`config.mk`:
```
export PLATFORM = sky130hd
export DESIGN_NAME = vga_ctrl_flat
export DESIGN_NICKNAME = d
export VERILOG_FILES = /design/src/rtl/vga_pkg.sv /design/src/rtl/vga_ctrl_if.sv /design/src/rtl/vga_timing_cnt.sv /design/src/rtl/vga_ctrl.sv /design/src/flat_wrapper.sv
export SDC_FILE = /design/constraint.sdc
export NUM_CORES = 1
export LEC_CHECK = 0
export CORE_MARGIN = 2
export CORE_UTILIZATION = 40
export DETAILED_ROUTE_END_ITERATION = 16
export PLACE_DENSITY = 0.83
export SLEW_MARGIN = 20
export SYNTH_ARGS = -nofsm -noshare
export SYNTH_HDL_FRONTEND = slang
export SYNTH_HIERARCHICAL = 1
export SYNTH_SLANG_ARGS = --single-unit
```
`constraint.sdc`:
```
create_clock -name clk -period 1.84 [get_ports clk]
set_input_delay 0.184 -clock clk [delete_from_list [all_inputs] [get_ports clk]]
set_output_delay 0.184 -clock clk [all_outputs]
set_load 0.1 [all_outputs]
```
`src/rtl/vga_pkg.sv`:
```
// Shared timing constants, mode encodings and helpers
// for the 800x480 panel display path.
package vga_pkg;

  localparam int H_SYNC  = 128;
  localparam int H_BACK  = 88;
  localparam int H_VALID = 800;
  localparam int H_FRONT = 40;
  localparam int H_TOTAL = H_SYNC + H_BACK
                         + H_VALID + H_FRONT;

  localparam int V_SYNC  = 2;
  localparam int V_BACK  = 33;
  localparam int V_VALID = 480;
  localparam int V_FRONT = 10;
  localparam int V_TOTAL = V_SYNC + V_BACK
                         + V_VALID + V_FRONT;

  localparam int PIX_LEAD_DEF = 2;

  localparam int CW = 11;
  typedef logic [CW-1:0] cnt_t;

  localparam logic [9:0] PIX_NONE = 10'h3FF;

  typedef enum logic [3:0] {
    MODE_IDLE = 4'b0000,
    MODE_RGB  = 4'b0001,
    MODE_GRAY = 4'b0010,
    MODE_EDGE = 4'b0100
  } mode_e;

  function automatic logic in_win(
    input cnt_t c,
    input cnt_t lo,
    input cnt_t hi
  );
    return (c >= lo) && (c < hi);
  endfunction

endpackage

```
`src/rtl/vga_ctrl_if.sv`:
```
// Bundle between the timing generator, the picture
// stage (pix request / colour return) and the panel.
interface vga_ctrl_if;

  logic [3:0]  keyin_raw;
  logic [23:0] color_in;
  logic [9:0]  pix_x;
  logic [9:0]  pix_y;
  logic [3:0]  keyin;
  logic        frame_start;
  logic        hsync;
  logic        vsync;
  logic        de;
  logic [23:0] rgb;

  modport master (
    input  keyin_raw,
    input  color_in,
    output pix_x,
    output pix_y,
    output keyin,
    output frame_start,
    output hsync,
    output vsync,
    output de,
    output rgb
  );

  modport slave (
    output keyin_raw,
    output color_in,
    input  pix_x,
    input  pix_y,
    input  keyin,
    input  frame_start,
    input  hsync,
    input  vsync,
    input  de,
    input  rgb
  );

endinterface

```
`src/rtl/vga_timing_cnt.sv`:
```
// Free-running h/v raster counters with a registered
// frame_start pulse marking each pass through (0,0).
module vga_timing_cnt
  import vga_pkg::*;
#(
  parameter int H_TOT = H_TOTAL,
  parameter int V_TOT = V_TOTAL
) (
  input  logic clk_i,
  input  logic rst_i,
  output cnt_t cnt_h_o,
  output cnt_t cnt_v_o,
  output logic frame_start_o
);

  localparam cnt_t H_LAST = cnt_t'(H_TOT - 1);
  localparam cnt_t V_LAST = cnt_t'(V_TOT - 1);

  cnt_t h_q, h_d;
  cnt_t v_q, v_d;
  logic fs_q, fs_d;
  logic h_end, v_end;

  always_comb begin
    h_end = (h_q == H_LAST);
    v_end = (v_q == V_LAST);
    h_d   = h_end ? '0 : h_q + cnt_t'(1);
    v_d   = v_q;
    if (h_end) begin
      v_d = v_end ? '0 : v_q + cnt_t'(1);
    end
    // pulse follows the cycle spent at (0,0)
    fs_d = (h_q == '0) && (v_q == '0);
  end

  always_ff @(posedge clk_i or posedge rst_i) begin
    if (rst_i) begin
      h_q  <= '0;
      v_q  <= '0;
      fs_q <= 1'b0;
    end else begin
      h_q  <= h_d;
      v_q  <= v_d;
      fs_q <= fs_d;
    end
  end

  assign cnt_h_o       = h_q;
  assign cnt_v_o       = v_q;
  assign frame_start_o = fs_q;

endmodule

```
`src/rtl/vga_ctrl.sv`:
```
// Display timing generator and pixel output stage:
// leads pix requests, registers sync/de/rgb, latches mode.
module vga_ctrl
  import vga_pkg::*;
#(
  parameter int H_SYNC   = vga_pkg::H_SYNC,
  parameter int H_BACK   = vga_pkg::H_BACK,
  parameter int H_VALID  = vga_pkg::H_VALID,
  parameter int H_FRONT  = vga_pkg::H_FRONT,
  parameter int V_SYNC   = vga_pkg::V_SYNC,
  parameter int V_BACK   = vga_pkg::V_BACK,
  parameter int V_VALID  = vga_pkg::V_VALID,
  parameter int V_FRONT  = vga_pkg::V_FRONT,
  parameter int PIX_LEAD = PIX_LEAD_DEF
) (
  input  logic       clk,
  input  logic       rst,
  vga_ctrl_if.master vif
);

  localparam int HA  = H_SYNC + H_BACK;
  localparam int VA  = V_SYNC + V_BACK;
  localparam int HT  = HA + H_VALID + H_FRONT;
  localparam int VT  = VA + V_VALID + V_FRONT;

  localparam cnt_t HA_LO  = cnt_t'(HA);
  localparam cnt_t HA_HI  = cnt_t'(HA + H_VALID);
  localparam cnt_t HR_LO  = cnt_t'(HA - PIX_LEAD);
  localparam cnt_t HR_HI  = cnt_t'(HA + H_VALID - PIX_LEAD);
  localparam cnt_t VA_LO  = cnt_t'(VA);
  localparam cnt_t VA_HI  = cnt_t'(VA + V_VALID);
  localparam cnt_t HS_END = cnt_t'(H_SYNC);
  localparam cnt_t VS_END = cnt_t'(V_SYNC);

  cnt_t cnt_h, cnt_v;
  logic frame_start;

  vga_timing_cnt #(
    .H_TOT (HT),
    .V_TOT (VT)
  ) u_cnt (
    .clk_i         (clk),
    .rst_i         (rst),
    .cnt_h_o       (cnt_h),
    .cnt_v_o       (cnt_v),
    .frame_start_o (frame_start)
  );

  logic v_in, hs_i, vs_i, de_i, req_i;

  // request window runs PIX_LEAD clocks ahead of de
  always_comb begin
    v_in  = in_win(cnt_v, VA_LO, VA_HI);
    hs_i  = cnt_h < HS_END;
    vs_i  = cnt_v < VS_END;
    de_i  = v_in && in_win(cnt_h, HA_LO, HA_HI);
    req_i = v_in && in_win(cnt_h, HR_LO, HR_HI);
  end

  assign vif.pix_x = req_i ? 10'(cnt_h - HR_LO)
                           : PIX_NONE;
  assign vif.pix_y = req_i ? 10'(cnt_v - VA_LO)
                           : PIX_NONE;

  logic        hs_q, vs_q, de_q;
  logic [23:0] rgb_q, rgb_d;
  logic [3:0]  key_q, key_d;

  always_comb begin
    rgb_d = de_i ? vif.color_in : 24'h0;
    key_d = frame_start ? vif.keyin_raw : key_q;
  end

  always_ff @(posedge clk or posedge rst) begin
    if (rst) begin
      hs_q  <= 1'b0;
      vs_q  <= 1'b0;
      de_q  <= 1'b0;
      rgb_q <= '0;
      key_q <= '0;
    end else begin
      hs_q  <= hs_i;
      vs_q  <= vs_i;
      de_q  <= de_i;
      rgb_q <= rgb_d;
      key_q <= key_d;
    end
  end

  assign vif.hsync       = hs_q;
  assign vif.vsync       = vs_q;
  assign vif.de          = de_q;
  assign vif.rgb         = rgb_q;
  assign vif.keyin       = key_q;
  assign vif.frame_start = frame_start;

endmodule
```
`src/flat_wrapper.sv`:
```
// flat-port wrapper written by rule: the top's interface ports become plain ports
module vga_ctrl_flat import vga_pkg::*;
#(
  parameter int H_SYNC   = vga_pkg::H_SYNC,
  parameter int H_BACK   = vga_pkg::H_BACK,
  parameter int H_VALID  = vga_pkg::H_VALID,
  parameter int H_FRONT  = vga_pkg::H_FRONT,
  parameter int V_SYNC   = vga_pkg::V_SYNC,
  parameter int V_BACK   = vga_pkg::V_BACK,
  parameter int V_VALID  = vga_pkg::V_VALID,
  parameter int V_FRONT  = vga_pkg::V_FRONT,
  parameter int PIX_LEAD = PIX_LEAD_DEF
)
  (clk, rst, vif_keyin_raw, vif_color_in, vif_pix_x, vif_pix_y, vif_keyin, vif_frame_start, vif_hsync, vif_vsync, vif_de, vif_rgb);
  vga_ctrl_if vif_i ();
  input  logic clk;
  input  logic rst;
  input wire logic [$bits(vif_i.keyin_raw)-1:0] vif_keyin_raw;
  input wire logic [$bits(vif_i.color_in)-1:0] vif_color_in;
  output wire logic [$bits(vif_i.pix_x)-1:0] vif_pix_x;
  output wire logic [$bits(vif_i.pix_y)-1:0] vif_pix_y;
  output wire logic [$bits(vif_i.keyin)-1:0] vif_keyin;
  output wire logic [$bits(vif_i.frame_start)-1:0] vif_frame_start;
  output wire logic [$bits(vif_i.hsync)-1:0] vif_hsync;
  output wire logic [$bits(vif_i.vsync)-1:0] vif_vsync;
  output wire logic [$bits(vif_i.de)-1:0] vif_de;
  output wire logic [$bits(vif_i.rgb)-1:0] vif_rgb;
  assign vif_i.keyin_raw = vif_keyin_raw;
  assign vif_i.color_in = vif_color_in;
  assign vif_pix_x = vif_i.pix_x;
  assign vif_pix_y = vif_i.pix_y;
  assign vif_keyin = vif_i.keyin;
  assign vif_frame_start = vif_i.frame_start;
  assign vif_hsync = vif_i.hsync;
  assign vif_vsync = vif_i.vsync;
  assign vif_de = vif_i.de;
  assign vif_rgb = vif_i.rgb;
  vga_ctrl #(.H_SYNC(H_SYNC), .H_BACK(H_BACK), .H_VALID(H_VALID), .H_FRONT(H_FRONT), .V_SYNC(V_SYNC), .V_BACK(V_BACK), .V_VALID(V_VALID), .V_FRONT(V_FRONT), .PIX_LEAD(PIX_LEAD)) u_core (.clk(clk), .rst(rst), .vif(vif_i));
endmodule
```
==> impl_summary.txt <==
----------------------------------------------------
[Run status]
  Failing checks ... negative setup slack
  Result of the run ... complete, but fails checks

[Critical path]
  Maximum fanout count along the critical path ... 8
  Crit path launch type ... flip-flop
  Cell-by-cell trace of the critical path ... a2111oi_4, nand3_2, a311oi_4, buf_4, buf_6, nand3_4, buf_12
  Slowest-stage cell, CP ... dfrtp_2
  Critical path required time ... 1.66 ns
  CP max stage delay ... 0.45 ns
  Worst EP arrival ... 2.38 ns
  Category of the most critical setup path ... reg -> out
  CP endpoint kind ... primary output

[Finish]
  Utilization of the core after routing ... 72.4%
  Post-layout instance area ... 4840 um^2
  Layout cells sized above 1 ... 50.6%
  Antenna diode count ... 0
  Number of nets in the finished design ... 434
  Layout fillers ... 429
  Non-Filler Instances ... 479
  Synthesis-to-finish area growth ... 77.8%

[Power and ir drop]
  Pint ... 1.57 mW
  Worst vdd rail ir drop ... 0.299 mV
  Seq pwr share ... 58.0%
  Cell Pwr Density ... 425 nW/um^2
  Lkg Pwr ... 2.26 nW
  Combinational power share ... 6.8%
  PnR Total Power ... 2.06 mW
  Switching share of power ... 23.7%
  Net switching power ... 488 uW
  Clock Power Share ... 35.2%

[Floorplan]
  Die ar. ... 7480 um^2
  Initial core utilization ... 40.7%
  Chip Width ... 86.5 um
  Die height ... 86.5 um
  Area of the placeable core ... 6680 um^2
  Floorplan row count ... 30
  Top-level port count ... 82

[Synthesis]
  Number of unique standard cell types used by synthesis ... 48
  Post-synthesis share of cell area spent on xor and xnor gates ... 8.37%
  Adder-cell share of the synthesized area ... 2.76%
  Post-synthesis instance area ... 2720 um^2
  Synth async-reset ratio ... 100%
  Syn nets ... 285
  Mux share of post-synthesis cell area ... 2.21%
  Number of instances in the synthesized netlist ... 249
  Sequential share of the synthesized area ... 49.7%
  Dominant combinational cell family by area after synthesis ... simple AND/OR/NAND/NOR gates
  Share of the synthesized area in compound gates (AO/OA/AOI/OAI) ... 10.0%
  Prevailing post-synth register cell ... dfrtp_1
  Count of flip-flops with a built-in enable after synthesis ... 0
  FF+latch count, synth ... 54
  Mean post-synth cell area ... 10.9 um^2
  Yosys warning total ... 6
  Simple-gate share of the synthesized area ... 23.2%

[Routing]
  Vias post-DR ... 2,588
  Count of routing violations after the opening detailed-route iteration ... 125
  Wire length per cell after detailed routing ... 17.4 um
  Drt first pass iters ... 4
  Number of DRC violations after detailed routing ... 0
  Antenna-violating nets left ... 0
  Via/cell ratio ... 5.40
  Routed WL ... 8310 um

[Clocking]
  Number of buffers added to fix hold violations after cts ... 0
  TritonCTS Sinks ... 54
  Clock slew at the register clock pins of the worst setup and hold paths ... 0.11 ns
  Clock tree from TritonCTS ... done
  Clock Latency Late Sink ... 0.32 ns
  Maximum clock insertion buffer count ... 2
  Clock root buffer ... clkbuf_8
  Depth of the CTS H-tree ... 2
  Number of buffers created by CTS ... 5

[Place]
  Number of input and output port buffers inserted ... 81
  DP HPWL ... 5410 um
  Placed cell areas ... 4250 um^2
  Worst slack, placed ... -0.280 ns
  DP Cell Count ... 453
  Routability congestion estimate from global placement ... 0.877

[Timing]
  Final hold violation count ... 0
  Tcrit/Tclk final ... 140%
  Count of final max-slew check failures ... 0
  Final Worst Setup Slack ... -0.728 ns
  Unrepaired setup endpoints after global routing ... true
  Worst Clk Skew ... 0.0115 ns
  Worst Max-Slew Pin Slew ... 0.434 ns
  Worst hold slack across all endpoints ... 0.236 ns
  Number of failing setup endpoints in the final timing report ... 52
  Minimum clock period ... 2.57 ns
  Maximum operating frequency ... 0.389 GHz
  Tightest slew margin relative to the limit ... 70.7%
  Total Negative Setup Slacks ... -25.64 ns

[Flow run]
  Number of max-cap violations ... 0

[Global route]
  Global-route wire length before repair ... 13,000 um
  Number of global-route vias before repair ... 2,594
  Total global routing overflow ... 0
  Aggregate global-route resource usage ... 22.3%
  Antenna violations before repair ... 0
  Largest net degree at the start of global routing ... 32

[Min path]
  Worst min path class ... in -> async

----------------------------------------------------
[worst max-delay path: cells and delay by family (launching register included)]
kind	cells	cell delay (ns)
compound gates	2	0.76
buf+inv	3	0.54
flops	1	0.45
simple gates	2	0.29
[flip-flops by register name, indices dropped and copies added, names as in the netlist]
signal,cells
u_core/vif.rgb,24
u_core/u_cnt/cnt_h_o,11
u_core/u_cnt/cnt_v_o,11
u_core/vif.keyin,4
u_core/u_cnt/frame_start_o,1
u_core/vif.de,1
u_core/vif.hsync,1
u_core/vif.vsync,1
[layout by cell type, fill, tap and decap left out, drive strengths merged, types with 2 or more instances in the layout]
| cell | netlist | routed |
|---|---|---|
| dfrtp | 54 | 54 |
| a21oi | 8 | 8 |
| nor3 | 7 | 7 |
| nand3 | 26 | 26 |
| and4bb | 2 | 2 |
| mux2 | 5 | 5 |
| nand3b | 3 | 3 |
| o21ai | 6 | 6 |
| a31o | 2 | 2 |
| or3 | 2 | 2 |
| a41oi | 2 | 2 |
| xor2 | 11 | 11 |
| ha | 6 | 6 |
| nor2 | 9 | 9 |
| xnor2 | 15 | 15 |
| a31oi | 3 | 3 |
| nor4 | 3 | 3 |
| buf | 5 | 121 |
| o21a | 4 | 4 |
| clkbuf | 4 | 7 |
| nand2 | 10 | 10 |
| and3 | 32 | 32 |
| clkdlybuf4s50 | 0 | 29 |
| nand4 | 4 | 4 |
| and4 | 2 | 2 |
| a21o | 2 | 2 |
| inv | 8 | 9 |
[power by group through the flow]
stage | Combinational [mW] | Clock [mW] | Sequential [mW]
finish | 0.139 | 0.723 | 1.19
floorplan | 0.0219 | 0 | 1.25
CTS | 0.140 | 0.733 | 1.19
detailed placement | 0.136 | 0 | 1.22
global placement | 0.135 | 0 | 1.22
global route | 0.148 | 0.774 | 1.19
[per-layer routing]
| layer | global-route usage, % | vias up | part of all wire (%) |
|---|---|---|---|
| li1 | - | 1205 | - |
| met5 | 0 | - | 0 |
| met1 | 27.1 | 1259 | 40 |
| met2 | 39.0 | 110 | 51 |
| met3 | 4.76 | 14 | 7.2 |
| met4 | 8.10 | 0 | 1.8 |
[cell type report]
cell class | count | area [um^2] | area share (%)
timing repair buffer | 151 | 1640 | 33.8
multi-input combinational | 178 | 1620 | 33.5
sequential | 54 | 1350 | 28.0
tap | 80 | 100 | 2.07
clock buffer | 6 | 82.6 | 1.71
inverter | 8 | 30.0 | 0.620
clock inverter | 2 | 16.3 | 0.336
[final timing paths]
| kind | slack [ns] | startpoint | to | cells past startpoint |
|---|---|---|---|---|
| setup / recovery | -0.73 | u_core/u_cnt/cnt_v_o[1] | vif_pix_y[4] | 7 |
| hold / removal | 0.24 | rst | u_core/u_cnt/cnt_v_o[10] | 3 |
| setup reg to reg | -0.48 | u_core/u_cnt/cnt_v_o[1] | u_core/vif.rgb[22] | 10 |
| hold reg to reg | 0.52 | u_core/vif.keyin[2] | u_core/vif.keyin[2] | 1 |
| max in group asynchronous | 1.30 | rst | u_core/vif.rgb[15] | 3 |
| min in group clk | 0.43 | vif_color_in[5] | u_core/vif.rgb[5] | 2 |
[timing repair]
item,in CTS,in global routing
endpoints found under the setup margin,51,53
pin swaps,16,11
gates resized for setup,47,19
cloned,3,0
setup buffers,9,9
[kinds of logic (layout without fill, tap and decap cells)]
group           Yosys count  count (layout)
xor+xnor                 26              26
buf+inv                  17             167
simple gates            107             107
flops                    54              54
fa+ha+maj                 6               6
compound gates           34              34
mux                       5               5
[synthesized netlist by cell type, types with 4 or more instances]
library cell / n / area, um^2
dfrtp_1: 54 / 1350
and3_1: 30 / 188
nand3_1: 25 / 125
xnor2_1: 15 / 131
xor2_1: 11 / 96.3
nand2_1: 9 / 33.8
nor2_1: 9 / 33.8
inv_1: 8 / 30.0
nor3_1: 7 / 35.0
a21oi_1: 6 / 30.0
ha_1: 6 / 75.1
o21ai_0: 6 / 30.0
mux2_2: 4 / 45.0
nand4_1: 4 / 25.0
o21a_1: 4 / 30.0
(Power assumes the default switching activity.)
